$ cat config.mk
export PLATFORM = sky130hd
export DESIGN_NAME = pio_in_edge_debounce
export DESIGN_NICKNAME = d
export VERILOG_FILES = /design/src/rtl/pio_in_edge_debounce.sv
export SDC_FILE = /design/constraint.sdc
export NUM_CORES = 1
export LEC_CHECK = 0
export CORE_MARGIN = 2
export CORE_UTILIZATION = 30
export CTS_CLUSTER_SIZE = 8
export DETAILED_ROUTE_END_ITERATION = 16
export DONT_BUFFER_PORTS = 1
export GPL_ROUTABILITY_DRIVEN = 0
export PLACE_DENSITY = 0.49
export SETUP_SLACK_MARGIN = 0.5
export SYNTH_ARGS = -nofsm -noshare
export SYNTH_HDL_FRONTEND = slang
export SYNTH_SLANG_ARGS = --single-unit
$ cat constraint.sdc
create_clock -name clk -period 3.46 [get_ports clk]
set_clock_uncertainty 0.05 [all_clocks]
set_input_delay 0.346 -clock clk [delete_from_list [all_inputs] [get_ports clk]]
set_output_delay 0.346 -clock clk [all_outputs]
set_load 0.05 [all_outputs]
$ cat src/rtl/pio_in_edge_debounce.sv
// ----------------------------------------------------------------------------
// pio_in_edge_debounce
//   Avalon-MM input PIO for push-buttons and switches. External inputs pass
//   through a 2-flop synchroniser and a per-bit debounce filter whose period
//   is programmable. Debounced edges are qualified by per-bit rise/fall
//   enables and latched into a W1C capture register. A second edge arriving
//   while a capture bit is still pending sets a W1C overrun flag. A masked
//   level interrupt is raised while any enabled capture bit is pending.
//
// Ports
//   clk         system clock
//   reset_n     asynchronous active-low reset
//   address     word address (0 data, 1 raw, 2 irq_mask, 3 capture,
//               4 rise_en, 5 fall_en, 6 db_period, 7 overrun)
//   chipselect  slave select
//   write_n     active-low write strobe
//   writedata   write data
//   in_port     asynchronous external inputs
//   readdata    registered read data, one cycle after address
//   irq         level interrupt, active high, decoded from flops only
// ----------------------------------------------------------------------------
module pio_in_edge_debounce #(
    parameter int unsigned WIDTH      = 3,
    parameter int unsigned DB_W       = 16,
    parameter logic [31:0] RESET_MASK = 32'h0000_0000,
    parameter logic [31:0] RESET_RISE = 32'h0000_0000,
    parameter logic [31:0] RESET_FALL = 32'hFFFF_FFFF,
    parameter logic [31:0] RESET_DB   = 32'h0000_0000
) (
    input  logic              clk,
    input  logic              reset_n,
    input  logic [2:0]        address,
    input  logic              chipselect,
    input  logic              write_n,
    input  logic [31:0]       writedata,
    input  logic [WIDTH-1:0]  in_port,
    output logic [31:0]       readdata,
    output logic              irq
);

    localparam int unsigned AW = 3;
    localparam int unsigned DW = 32;

    localparam logic [AW-1:0] ADDR_DATA    = AW'(0);
    localparam logic [AW-1:0] ADDR_RAW     = AW'(1);
    localparam logic [AW-1:0] ADDR_MASK    = AW'(2);
    localparam logic [AW-1:0] ADDR_CAPTURE = AW'(3);
    localparam logic [AW-1:0] ADDR_RISE    = AW'(4);
    localparam logic [AW-1:0] ADDR_FALL    = AW'(5);
    localparam logic [AW-1:0] ADDR_PERIOD  = AW'(6);
    localparam logic [AW-1:0] ADDR_OVERRUN = AW'(7);

    // Synchroniser, debounce and edge-detect state
    logic [WIDTH-1:0] r_s1;
    logic [WIDTH-1:0] r_s2;
    logic [WIDTH-1:0] r_db;
    logic [WIDTH-1:0] r_db_q;
    logic [DB_W-1:0]  r_cnt [WIDTH];

    // Software-visible registers
    logic [WIDTH-1:0] r_mask;
    logic [WIDTH-1:0] r_cap;
    logic [WIDTH-1:0] r_rise;
    logic [WIDTH-1:0] r_fall;
    logic [WIDTH-1:0] r_ovr;
    logic [DB_W-1:0]  r_period;
    logic [DW-1:0]    r_readdata;

    // Combinational next-state terms
    logic             w_wr;
    logic             w_period_wr;
    logic [DB_W-1:0]  w_p_last;
    logic [WIDTH-1:0] w_db_nxt;
    logic [DB_W-1:0]  w_cnt_nxt [WIDTH];
    logic [WIDTH-1:0] w_ev;
    logic [WIDTH-1:0] w_cap_w1c;
    logic [WIDTH-1:0] w_ovr_w1c;
    logic [WIDTH-1:0] w_cap_nxt;
    logic [WIDTH-1:0] w_ovr_nxt;
    logic [DW-1:0]    w_rdata;
    logic             w_unused_wdata;

    // Bus decode
    assign w_wr        = chipselect & ~write_n;
    assign w_period_wr = w_wr && (address == ADDR_PERIOD);

    // Upper writedata bits are architecturally ignored
    assign w_unused_wdata = ^writedata;

    // Last count value before a change passes; a period of 0 behaves as 1
    assign w_p_last = (r_period == '0) ? '0 : r_period - DB_W'(1);

    // Per-bit debounce: a disagreement between s2 and db must persist for
    // P consecutive clocks before db follows. Any agreement restarts the
    // count, and a period write restarts every count without passing a bit.
    always_comb begin
        w_db_nxt = r_db;
        for (int i = 0; i < int'(WIDTH); i++) begin
            w_cnt_nxt[i] = r_cnt[i];
        end
        for (int i = 0; i < int'(WIDTH); i++) begin
            if (w_period_wr) begin
                w_cnt_nxt[i] = '0;
            end else if (r_s2[i] == r_db[i]) begin
                w_cnt_nxt[i] = '0;
            end else if (r_cnt[i] == w_p_last) begin
                w_db_nxt[i]  = r_s2[i];
                w_cnt_nxt[i] = '0;
            end else begin
                w_cnt_nxt[i] = r_cnt[i] + DB_W'(1);
            end
        end
    end

    // Edge qualification, capture and overrun. A new event always wins over
    // a simultaneous W1C so that no edge is lost; overrun is only flagged
    // when software is not acknowledging the same bit in that cycle.
    always_comb begin
        w_ev      = (r_rise & r_db & ~r_db_q) | (r_fall & ~r_db & r_db_q);
        w_cap_w1c = '0;
        w_ovr_w1c = '0;
        if (w_wr && (address == ADDR_CAPTURE)) begin
            w_cap_w1c = writedata[WIDTH-1:0];
        end
        if (w_wr && (address == ADDR_OVERRUN)) begin
            w_ovr_w1c = writedata[WIDTH-1:0];
        end
        w_cap_nxt = (r_cap & ~w_cap_w1c) | w_ev;
        w_ovr_nxt = (r_ovr & ~w_ovr_w1c) | (w_ev & r_cap & ~w_cap_w1c);
    end

    // Read mux, zero-extended; registered below independent of chipselect
    always_comb begin
        w_rdata = '0;
        case (address)
            ADDR_DATA:    w_rdata = DW'(r_db);
            ADDR_RAW:     w_rdata = DW'(r_s2);
            ADDR_MASK:    w_rdata = DW'(r_mask);
            ADDR_CAPTURE: w_rdata = DW'(r_cap);
            ADDR_RISE:    w_rdata = DW'(r_rise);
            ADDR_FALL:    w_rdata = DW'(r_fall);
            ADDR_PERIOD:  w_rdata = DW'(r_period);
            ADDR_OVERRUN: w_rdata = DW'(r_ovr);
            default:      w_rdata = '0;
        endcase
    end

    // Input path and status registers
    always_ff @(posedge clk or negedge reset_n) begin
        if (!reset_n) begin
            r_s1       <= '0;
            r_s2       <= '0;
            r_db       <= '0;
            r_db_q     <= '0;
            r_cap      <= '0;
            r_ovr      <= '0;
            r_readdata <= '0;
        end else begin
            r_s1       <= in_port;
            r_s2       <= r_s1;
            r_db       <= w_db_nxt;
            r_db_q     <= r_db;
            r_cap      <= w_cap_nxt;
            r_ovr      <= w_ovr_nxt;
            r_readdata <= w_rdata;
        end
    end

    // Debounce counters
    always_ff @(posedge clk or negedge reset_n) begin
        if (!reset_n) begin
            for (int i = 0; i < int'(WIDTH); i++) begin
                r_cnt[i] <= '0;
            end
        end else begin
            for (int i = 0; i < int'(WIDTH); i++) begin
                r_cnt[i] <= w_cnt_nxt[i];
            end
        end
    end

    // Software-writable configuration registers
    always_ff @(posedge clk or negedge reset_n) begin
        if (!reset_n) begin
            r_mask   <= RESET_MASK[WIDTH-1:0];
            r_rise   <= RESET_RISE[WIDTH-1:0];
            r_fall   <= RESET_FALL[WIDTH-1:0];
            r_period <= RESET_DB[DB_W-1:0];
        end else if (w_wr) begin
            case (address)
                ADDR_MASK:   r_mask   <= writedata[WIDTH-1:0];
                ADDR_RISE:   r_rise   <= writedata[WIDTH-1:0];
                ADDR_FALL:   r_fall   <= writedata[WIDTH-1:0];
                ADDR_PERIOD: r_period <= writedata[DB_W-1:0];
                default:     ;
            endcase
        end
    end

    assign readdata = r_readdata;

    // Decoded purely from flops so the level cannot glitch on bus activity
    assign irq = |(r_cap & r_mask);

endmodule

==> qor.csv <==
metric;value;unit
dominant synthesized flop cell;dfrtp_1;
sequential group share of total power;39.8;%
drt pass-1 iters;4;
period utilization;93.81;%
RSZ-0062 raised after global routing;yes;
actual slew at the worst max-slew pin;0.6906;ns
drt initial violations;300;
DRC viols;0;
leakage;3.057;nW
sequential area share after synthesis;42.14;%
die area;0.02239;mm²
VDD IR-drop max;0.2699;mV
cell area after synthesis;0.006362;mm²
YS warnings;0;
Post-DP HPWL;12.55;mm
Area Overhead vs Synth;19.98;%
vias in the first global route;4830;
DRT Wirelength;17.29;mm
core box area;0.02089;mm²
fin cells;965;
CTS buffer count;9;
Critical Path AT;3.43;ns
CP cell instances;or4_4, or4_4, and2_4, nor4b_4, o32ai_1, or4_4, nor3_4, mux2_4;
placed instance count;927;
CP Class;reg2reg;
Die Width;149.6;µm
Initial Utilization;30.46;%
ANT cells;0;
Clock Tree Buf Depth;2;
row cnt;53;
Buffers on Ports;0;
slowest CP cell;or4_4;
GRT Total Usage;15.78;%
Die Height;149.6;µm
Finished Cell Area;0.007634;mm²
maxcap violations;0;
largest net degree at the start of global routing;108;
TritonCTS clock tree;done;
Internal;2.695;mW
total I/O pin count;75;
Reg clk slew, reported paths;0.08;ns
TritonCTS Sinks;107;
Final #Nets;731;
Final Util;36.54;%
Reg with most FFs;r_cnt;
switch share;35.00;%
Hold Vio Cnt, Final;0;
startpoint types;register;
Slew Limit Fails;0;
Yosys reg bits;107;
number of synthesized flops with an enable pin;0;
Setup violations, final;0;
htree depth;3;
initial antenna violation count;0;
crit end category;register;
max reg flops;48;
P_sw;1.451;mW
min cycle time layout;3.246;ns
Relative slew margins;53.96;%
grt total ovfl;0;
mean post-synth cell area;9.743;µm²
first-pass GRT wire length;27.32;mm
f_max;308.1;MHz
worst min path class;in2reg;
post-synthesis cell type count;72;
Clock Power Share;27.8;%
CTS root buffer;clkbuf_16;
Placed Area;0.006853;mm²
Crit path required time;3.65;ns
vias;5018;
Max FO, Critical Path;6;
Worst path most repeated cell;or4_4;
clk_lat worst skew;0.36;ns
Post-Synthesis Cells;653;
delay of the slowest critical-path stage;0.57;ns
layout cell share with drive strength beyond 1;24.49;%
vias per cell;5.200;
Final ANT Viol Nets;0;
DR WL/cell;17.92;µm
fraction of registers with async set/reset;100.0;%
outcome;complete, no violations;
PD cells;543.2;mW/mm²
Gate power share;32.4;%
Fin Setup TNS;0;ns
==> per-stage QoR <==
stage	setup slack [ns]	hold slack (ns)	power [mW]
detailed placement	0.06681	0.002411	2.829
global placement	0.1377	0.002776	2.815
floorplan	0.1737	0.0004089	2.468
finish	0.2143	0.02665	4.147
CTS	0.2365	0.01467	4.090
global route	0.1546	0.008692	4.370
==> final timing paths <==
path	cells after the start	slack (ns)	start	end
setup reg to reg	8	0.21	r_period[4]$_DFFE_PN0P_	r_db[1]$_DFFE_PN0P_
min in group asynchronous	2	0.51	reset_n	r_cap[0]$_DFF_PN0_
max in group asynchronous	2	2.41	reset_n	r_cnt[26]$_DFF_PN0_
setup / recovery	8	0.21	r_period[4]$_DFFE_PN0P_	r_db[1]$_DFFE_PN0P_
hold / removal	1	0.03	writedata[2]	r_ovr[2]$_DFF_PN0_
hold reg to reg	0	0.31	r_s1[2]$_DFF_PN0_	r_s2[2]$_DFF_PN0_
==> per-layer routing <==
| layer | vias to the layer above | global-route usage (%) | share of wire, % |
|---|---|---|---|
| met4 | 0 | 4.429 | 1.7 |
| met3 | 17 | 2.409 | 3.1 |
| met5 | - | 0 | 0 |
| met1 | 2545 | 22.04 | 48 |
| met2 | 89 | 25.39 | 48 |
| li1 | 2367 | - | - |
==> cells by family (layout without fill, tap and decap cells) <==
logic type | count (synthesis) | after routing | share of synthesized area, %
adders and majority gates | 4 | 4 | 0.7867
muxes | 39 | 39 | 7.493
AOI/OAI and AO/OA | 93 | 93 | 10.09
DFF | 107 | 107 | 42.14
xor gates and xnor gates | 79 | 79 | 11.09
buffers and inverters | 71 | 93 | 5.703
other | 1 | 16 | 0.05894
and+or+nand+nor | 259 | 259 | 22.64
==> area by class of cell <==
class	count	area, µm²
clock buffers	10	239.0
clock inverters	6	95.09
fillers	2088	13260
inverters	13	52.55
multi-input cells	490	3640
flip-flops and latches	107	2685
well taps	275	344.1
repair buffers	64	578.1
==> Yosys cell counts (all sizes together) (7+ instances only) <==
cell	n	area [µm²]
inv	13	48.80
xor2	40	350.3
o21ai	22	113.9
dfrtp	104	2603
nor2	66	257.8
nand4	13	81.33
mux2	29	326.6
nand2	42	157.7
nor3	17	90.09
a21oi	12	60.06
and2	17	106.4
a31oi	11	68.82
o32ai	7	61.31
nor4	21	193.9
buf	36	231.5
xnor2	38	332.8
or4	10	86.33
clkbuf	22	82.58
or3	9	56.30
and3	9	56.30
nand3	27	135.1
==> power by group through the flow <==
| stage | registers (mW) | clock network [mW] | logic (mW) |
|---|---|---|---|
| 6_report | 1.65 | 1.15 | 1.34 |
| 5_1_grt | 1.68 | 1.24 | 1.45 |
| 4_1_cts | 1.65 | 1.18 | 1.26 |
| 3_5_place_dp | 1.67 | 0 | 1.16 |
| 3_3_place_gp | 1.67 | 0 | 1.15 |
| 2_1_floorplan | 1.59 | 0 | 0.880 |
==> repair_timing <==
action | 4_1_cts | 5_1_grt
resized for setup | 18 | 28
hold endpoints to repair | 110 | 0
hold buffers | 5 | 0
setup buffers | 9 | 7
setup endpoints to repair | 51 | 51
pin swaps | 3 | 4
gates cloned | 1 | 0
==> critical path: cells and delay by family (launching register included) <==
family	cells	cell delay (ns)
flip-flops	1	0.48
AO/OA/AOI/OAI	1	0.12
multiplexers	1	0.31
AND/OR/NAND/NOR	6	2.16
==> layout by cell type, fill, tap and decap left out, types with 9 or more instances in the layout <==
cell,count
nand3_1,25
nand4_1,13
inv_1,10
nand2_1,42
o21ai_0,19
xnor2_1,38
a31oi_1,11
mux2_2,28
nor2_1,63
dfrtp_1,101
and2_1,15
clkbuf_16,9
nor3_1,14
xor2_1,40
nor4_2,11
a21oi_1,12
buf_4,49
conb_1,16
Power figures use the tool's default switching activity.
